**src/rtl/uart_byte_rx.sv**
```systemverilog
// 8N1 UART receiver. It synchronizes the line, samples each bit at mid-bit and hands off one byte at a time on a valid/ready handshake.
// It reports framing errors and overrun errors with sticky flags.
module uart_byte_rx #(
  parameter int CLKS_PER_BIT = 10417,
  parameter int SYNC_STAGES  = 2
) (
  input  logic       clk,
  input  logic       rst,
  input  logic       ena,
  input  logic       serial_in,
  output logic [7:0] rx_data,
  output logic       rx_valid,
  input  logic       rx_ready,
  output logic       busy,
  output logic       frame_err,
  output logic       overrun,
  input  logic       err_clr
);

  localparam int CW = $clog2(CLKS_PER_BIT);
  localparam logic [CW-1:0] BIT_LAST  = CW'(CLKS_PER_BIT - 1);
  localparam logic [CW-1:0] HALF_LAST = CW'(CLKS_PER_BIT / 2 - 1);
  localparam logic [CW-1:0] CNT_ONE   = CW'(1);

  typedef enum logic [2:0] {IDLE, START, DATA, STOP, BREAK} state_t;

  logic [SYNC_STAGES-1:0] sync_reg;
  logic                   rx_s;
  state_t                 state_reg;
  logic [CW-1:0]          cnt_reg;
  logic [2:0]             bit_idx_reg;
  logic [7:0]             shift_reg;

  // Synchronizer flops reset to idle-high, so a reset never looks like a start edge
  always_ff @(posedge clk or posedge rst) begin
    if (rst) sync_reg <= '1;
    else     sync_reg <= {sync_reg[SYNC_STAGES-2:0], serial_in};
  end

  assign rx_s = sync_reg[SYNC_STAGES-1];
  assign busy = (state_reg != IDLE);

  always_ff @(posedge clk or posedge rst) begin
    if (rst) begin
      state_reg   <= IDLE;
      cnt_reg     <= '0;
      bit_idx_reg <= '0;
      shift_reg   <= '0;
      rx_data     <= 8'h00;
      rx_valid    <= 1'b0;
      frame_err   <= 1'b0;
      overrun     <= 1'b0;
    end else begin
      // Clears come first, so an error set later in this block takes priority
      if (err_clr) begin
        frame_err <= 1'b0;
        overrun   <= 1'b0;
      end
      if (rx_valid && rx_ready) rx_valid <= 1'b0;

      if (!ena) begin
        state_reg   <= IDLE;
        cnt_reg     <= '0;
        bit_idx_reg <= '0;
      end else begin
        case (state_reg)
          IDLE: begin
            if (!rx_s) begin
              state_reg <= START;
              cnt_reg   <= '0;
            end
          end
          START: begin
            if (cnt_reg == HALF_LAST) begin
              cnt_reg <= '0;
              if (!rx_s) begin
                state_reg   <= DATA;
                bit_idx_reg <= '0;
              end else begin
                state_reg <= IDLE;
              end
            end else begin
              cnt_reg <= cnt_reg + CNT_ONE;
            end
          end
          DATA: begin
            if (cnt_reg == BIT_LAST) begin
              cnt_reg                <= '0;
              shift_reg[bit_idx_reg] <= rx_s;
              if (bit_idx_reg == 3'd7) state_reg <= STOP;
              else                     bit_idx_reg <= bit_idx_reg + 3'd1;
            end else begin
              cnt_reg <= cnt_reg + CNT_ONE;
            end
          end
          STOP: begin
            if (cnt_reg == BIT_LAST) begin
              cnt_reg <= '0;
              if (rx_s) begin
                state_reg <= IDLE;
                // Load only when the holding register is free or being drained this cycle
                if (!rx_valid || rx_ready) begin
                  rx_data  <= shift_reg;
                  rx_valid <= 1'b1;
                end else begin
                  overrun <= 1'b1;
                end
              end else begin
                frame_err <= 1'b1;
                state_reg <= BREAK;
              end
            end else begin
              cnt_reg <= cnt_reg + CNT_ONE;
            end
          end
          BREAK: begin
            if (rx_s) state_reg <= IDLE;
          end
          default: state_reg <= IDLE;
        endcase
      end
    end
  end

endmodule

```
**config.mk**
```make
export PLATFORM = sky130hd
export DESIGN_NAME = uart_byte_rx
export DESIGN_NICKNAME = d
export VERILOG_FILES = /design/src/rtl/uart_byte_rx.sv
export SDC_FILE = /design/constraint.sdc
export NUM_CORES = 1
export LEC_CHECK = 0
export CELL_PAD_IN_SITES_DETAIL_PLACEMENT = 1
export CELL_PAD_IN_SITES_GLOBAL_PLACEMENT = 1
export CORE_ASPECT_RATIO = 0.9
export CORE_MARGIN = 10
export CORE_UTILIZATION = 41
export CTS_CLUSTER_SIZE = 24
export DETAILED_ROUTE_END_ITERATION = 10
export GPL_TIMING_DRIVEN = 0
export PLACE_DENSITY_LB_ADDON = 0.2
export SYNTH_ARGS = -nofsm -noshare
export SYNTH_HDL_FRONTEND = slang
export SYNTH_SLANG_ARGS = --single-unit
```
**constraint.sdc**
```tcl
create_clock -name clk -period 2.2 [get_ports clk]
set_input_delay 0.44 -clock clk [delete_from_list [all_inputs] [get_ports clk]]
set_output_delay 0.44 -clock clk [all_outputs]
set_load 0.02 [all_outputs]
```
==> results of run 1 <==
power by group through the flow:
| stage | clock network [mW] | logic (mW) | registers (mW) |
|---|---|---|---|
| 2_1_floorplan | 0 | 0.155 | 0.803 |
| 3_3_place_gp | 0 | 0.210 | 0.806 |
| 3_5_place_dp | 0 | 0.222 | 0.810 |
| 4_1_cts | 0.535 | 0.290 | 0.791 |
| 5_1_grt | 0.566 | 0.384 | 0.795 |
| 6_report | 0.519 | 0.348 | 0.792 |
layout by cell type, fill, tap and decap left out, drive strengths merged, types with 2 or more instances in the layout:
cell and count:
mux2 17, o21ai 12, and3 5, or3 2
a22o 7, a31oi 3, a22oi 2, nor2b 3
nor4 2, nor2 11, or4b 2, dfstp 2
a21oi 4, nand2 17, ha 4, nand3 10
nor3b 6, nor3 5, buf 24, nand2b 2
or4 2, clkdlybuf4s50 16, or2 2, clkbuf 8
nand3b 5, o211ai 2, xnor2 2, inv 8
dfrtp 39
critical path: stages, from the launching register on:
cell	delay [ns]
dfrtp_1	0.41
inv_2	0.09
ha_4	0.13
or4bb_4	0.47
nor4_4	0.19
buf_6	0.16
nand3b_1	0.20
nor3b_2	0.26
mux2_4	0.32
stage by stage:
stage	std cells	power, mW	setup TNS [ns]	setup WS [ns]
after detailed placement	277	1.032	-5.929	-0.3186
after floorplan	195	0.9582	0	0.004924
final	303	1.659	-1.461	-0.1222
after global routing	303	1.745	-3.924	-0.2376
after global placement	277	1.016	-5.547	-0.3013
after CTS	298	1.616	-2.297	-0.1932
cells in the mapped netlist, drive strengths merged (4+ instances only):
library cell,number,area share
a21oi,4,0.0097
a22o,7,0.030
and3,5,0.015
buf,6,0.018
dfrtp,39,0.47
ha,4,0.024
inv,7,0.013
mux2,17,0.093
nand2,17,0.031
nand3,10,0.024
nand3b,5,0.018
nor2,11,0.020
nor3,5,0.012
nor3b,6,0.022
o21ai,12,0.029
kinds of logic (layout without fill, tap and decap cells):
kind of cell,Yosys count,after routing
AOI/OAI and AO/OA,37,37
xor gates and xnor gates,3,3
adders and majority gates,4,4
buffers and inverters,16,59
DFF,41,41
muxes,18,18
and+or+nand+nor,76,76
path summary, 6_finish.rpt:
kind / end / slack [ns]
worst max-delay path: shift_reg[4] / -0.12
worst min-delay path: sync_reg[1] / 0.36
worst max register to register: shift_reg[4] / -0.12
worst min register to register: sync_reg[1] / 0.36
max in group asynchronous: cnt_reg[10] / 1.00
min in group asynchronous: rx_data[0] / 0.62
area by class of cell:
class,instances,area [sq um],area share
buffer,9,66.31,0.02450
clock buffer,5,68.82,0.02543
clock inverter,3,21.27,0.007859
inverter,7,26.28,0.009709
multi-input combinational,138,1099,0.4059
sequential,41,1032,0.3814
tap,65,81.33,0.03005
timing repair buffer,35,311.5,0.1151
metal layers:
layer,routed length (um),track usage,vias to the layer above
met2,2811,0.2338,30
li1,-,-,786
met4,76,0.03804,0
met1,2465,0.1722,873
met5,0,0,-
met3,263,0.04569,9
repair_timing:
action                                  4_1_cts  5_1_grt
gates cloned                                  1        0
pin swaps                                     9       14
gates resized for setup                      22       22
endpoints found under the setup margin       30       33
buffers inserted                             12        6
==> impl_metrics.ini, run 1 <==
[final_layout]
fin_area_sq_mm = 0.002706
area.growth.synth_to_final_pct = 30.77
nNetsFinal = 247
largest_reg_flops = 14
layout-drive-gt1-share = 0.3319
diodes = 0
finish.utilization = 0.5563
fillerInstances = 557

[synthesis]
syn_avg_cell_area_sq_um = 10.61
synth_compound_area_frac = 0.1239
postSynth.asyncResetShare = 1.000
synth_seq_cells = 41
mappedNetlistArea_sq_mm = 0.002069
synthMuxAreaShare = 0.09734
synth-edff-count = 0
synth_top_family_by_area = simple AND/OR/NAND/NOR gates
ys_warn_count = 0
synth-main-ff-cell = dfrtp_1
synth_cell_types = 46
synth-xor-area-share = 0.01270
synth_fa_ha_area_frac = 0.02418
synthSimpleGateAreaFrac = 0.2086
synth-seq-area-share = 0.4970
syn_nets = 205
synthCells = 195

[die]
core.rowCount = 24
ioPinCount = 18
core-area_sq_mm = 0.004865
dieWidth_um = 94.89
die-area_sq_mm = 0.008293
start_util = 0.4254
die_h_um = 87.40

[route]
avgViaCountPerCell = 5.604
drcViolationCount = 0
wirelength_um = 5616
wl_per_cell_um = 18.53
dr_total_vias = 1698
detail-route-antenna-nets = 0
drt_first_pass_iters = 4
dr.first_iter.drc_count = 92

[timing]
finalWorstSetupSlack_ns = -0.1222
fmax_ghz = 0.4306
slew_headroom = 0.4182
drv_slew = 0
finalHoldViolations = 0
whs_ns = 0.3596
post-route-period-util = 1.056
layout_min_cycle_time_ns = 2.322
worst_slew_pin_slew_ns = 0.8670
setup_viol = 25
rsz0062_at_grt = yes
fin_worst_skew_ns = 0.008781

[setup_path]
worstSetupPathType = reg -> reg
r2r_cells = 8
crit_required_ns = 2.40
end_kind = flop
reg2reg_from = cnt_reg[1]
start_kind = flop
crit_start = cnt_reg[1]
crit_arrival_ns = 2.52
crit_fanout = 5

[grt]
grt_pass1_vias = 1843
antenna_found_initial = 0
overflow = 0
grt_max_degree = 42
grt_usage = 0.1413
grt_pass1_wl_um = 9294

[pwr]
power.share.clock = 0.313
intPower_mw = 1.163
p_sw_uw = 495.9
power_density_mw_per_mm2 = 613.0
p_leak_nw = 1.198
pwr-share-seq = 0.477
peakVddDrop_mv = 0.3402
combPwrFrac = 0.210
swShare = 0.2989

[clocking]
insertion_delay_ns = 0.30
cts_hold_buf = 0
cts_buffer_depth = 2
clkSinkCount = 41
cts_tree = yes
htreeDepth = 2
numCtsBuffers = 5
clk_pin_slew_ns = 0.09
cts-root-buf = clkbuf_8

[status]
failed_checks = negative setup slack
status = complete, but fails checks

[place]
hpwlAfterDp_um = 3617
dpl_cell_area_sq_mm = 0.002345
gp_congestion = 0.8603
portBuffers = 17

[min_path]
min-delay-start = sync_reg[0]
hold_path_depth = 0
hold_path_class = reg -> reg

[job]
max_cap_violations = 0
No activity file was read; power rests on OpenSTA's default activity.
==> run 2, diff against run 1 <==
--- a/config.mk
+++ b/config.mk
@@ -7,7 +7,6 @@
 export LEC_CHECK = 0
 export CELL_PAD_IN_SITES_DETAIL_PLACEMENT = 1
 export CELL_PAD_IN_SITES_GLOBAL_PLACEMENT = 1
-export CORE_ASPECT_RATIO = 0.9
 export CORE_MARGIN = 10
 export CORE_UTILIZATION = 41
 export CTS_CLUSTER_SIZE = 24
==> impl_metrics.ini, run 2 (same netlist as run 1, synthesis figures left out) <==
[status]
status = complete, but fails checks
failed_checks = negative setup slack

[die]
start_util = 0.4296
die_h_um = 91.05
die-area_sq_mm = 0.008289
core.rowCount = 25
core-area_sq_mm = 0.004817
dieWidth_um = 91.05
ioPinCount = 18

[setup_path]
start_kind = flop
crit_fanout = 5
end_kind = flop
worstSetupPathType = reg -> reg
crit_arrival_ns = 2.51
crit_required_ns = 2.38
r2r_slack_ns = -0.13

[timing]
finalHoldViolations = 0
worst_slew_pin_slew_ns = 0.8406
fin_tns_setup_ns = -1.789
drv_slew = 0
slew_headroom = 0.4388
fin_worst_skew_ns = 0.003237
rsz0062_at_grt = yes
layout_min_cycle_time_ns = 2.329
finalWorstSetupSlack_ns = -0.1285
fmax_ghz = 0.4295
post-route-period-util = 1.058
setup_viol = 26

[route]
drt_first_pass_iters = 4
avgViaCountPerCell = 5.455
drcViolationCount = 0
wirelength_um = 5225
detail-route-antenna-nets = 0
dr.first_iter.drc_count = 104
wl_per_cell_um = 17.24
dr_total_vias = 1653

[final_layout]
final_cell_mix = dfrtp_1, buf_4, nand2_1, clkdlybuf4s50_1, nor2_1
layout.cells.non_filler = 303
fillerInstances = 535
multi_input_area_sq_mm = 0.001066
diodes = 0
area.growth.synth_to_final_pct = 29.32
nNetsFinal = 245
seq_area_sq_mm = 0.001032
largest_reg_flops = 14
finish.utilization = 0.5556
layout-drive-gt1-share = 0.2966
final_common_cell = dfrtp_1

[place]
dp_cells = 279
gp_congestion = 0.8105
portBuffers = 17
hpwlAfterDp_um = 3499

[clocking]
clkSinkCount = 41
cts_hold_buf = 0
clk_pin_slew_ns = 0.08
cts_tree = yes
htreeDepth = 2
cts_buffer_depth = 2
cts-root-buf = clkbuf_8
insertion_delay_ns = 0.29
numCtsBuffers = 5

[grt]
antenna_found_initial = 0
grt_pass1_vias = 1778
grt_usage = 0.1314
grt_max_degree = 42
grt_pass1_wl_um = 8983
overflow = 0

[pwr]
p_leak_nw = 1.190
peakVddDrop_mv = 0.2714
power_density_mw_per_mm2 = 645.9

[min_path]
hold_path_class = reg -> reg

[job]
max_cap_violations = 0
run 2: stage by stage:
step	hold WS (ns)	area, sq um	setup slack, ns	power (mW)
finish	0.3608	2676	-0.1285	1.729
global route	0.3663	2676	-0.2452	1.823
CTS	0.3630	2639	-0.2049	1.707
detailed placement	0.3522	2347	-0.4349	1.034
global placement	0.3455	2347	-0.2787	1.016
floorplan	0.3452	2093	0.004924	0.9582
run 2: path summary, 6_finish.rpt:
path	start	to	cells after the start
max	cnt_reg[0]	shift_reg[2]	8
min reg2reg	sync_reg[0]	sync_reg[1]	0
min in group asynchronous	rst	rx_data[0]	2
min	sync_reg[0]	sync_reg[1]	0
max in group asynchronous	rst	cnt_reg[10]	2
max reg2reg	cnt_reg[0]	shift_reg[2]	8
run 2: area by class of cell:
class	count	share of cell area
flip-flops and latches	41	0.3857
clock buffers	7	0.03226
clock inverters	1	0.01122
plain buffers	9	0.02338
inverters	7	0.009818
well taps	67	0.03132
multi-input cells	138	0.3983
repair buffers	33	0.1080
run 2: power by group:
group	total (mW)	switching (mW)	internal [mW]	leakage, nW
combinational	0.310	0.169	0.141	0.574
sequential	0.792	0.0173	0.775	0.558
clock	0.626	0.256	0.370	0.0585
run 2: routing by layer:
layer	up-vias	global-route usage	routed length [um]
li1	783	-	-
met4	0	0.05091	115
met5	-	0	0
met1	828	0.1345	2061
met3	10	0.03786	187
met2	32	0.2452	2860
run 2: what timing repair did:
item,CTS,global route
pin swaps,6,3
resized for setup,25,3
buffers inserted,12,4
endpoints found under the setup margin,30,29
run 2: worst max-delay path, cell delays in order (launching register included):
cell and delay, ns:
dfrtp_1 0.40, inv_2 0.09, ha_4 0.13, or4bb_4 0.46
nor4_4 0.21, buf_6 0.17, nand3b_1 0.20, nor3b_2 0.24
mux2_4 0.31
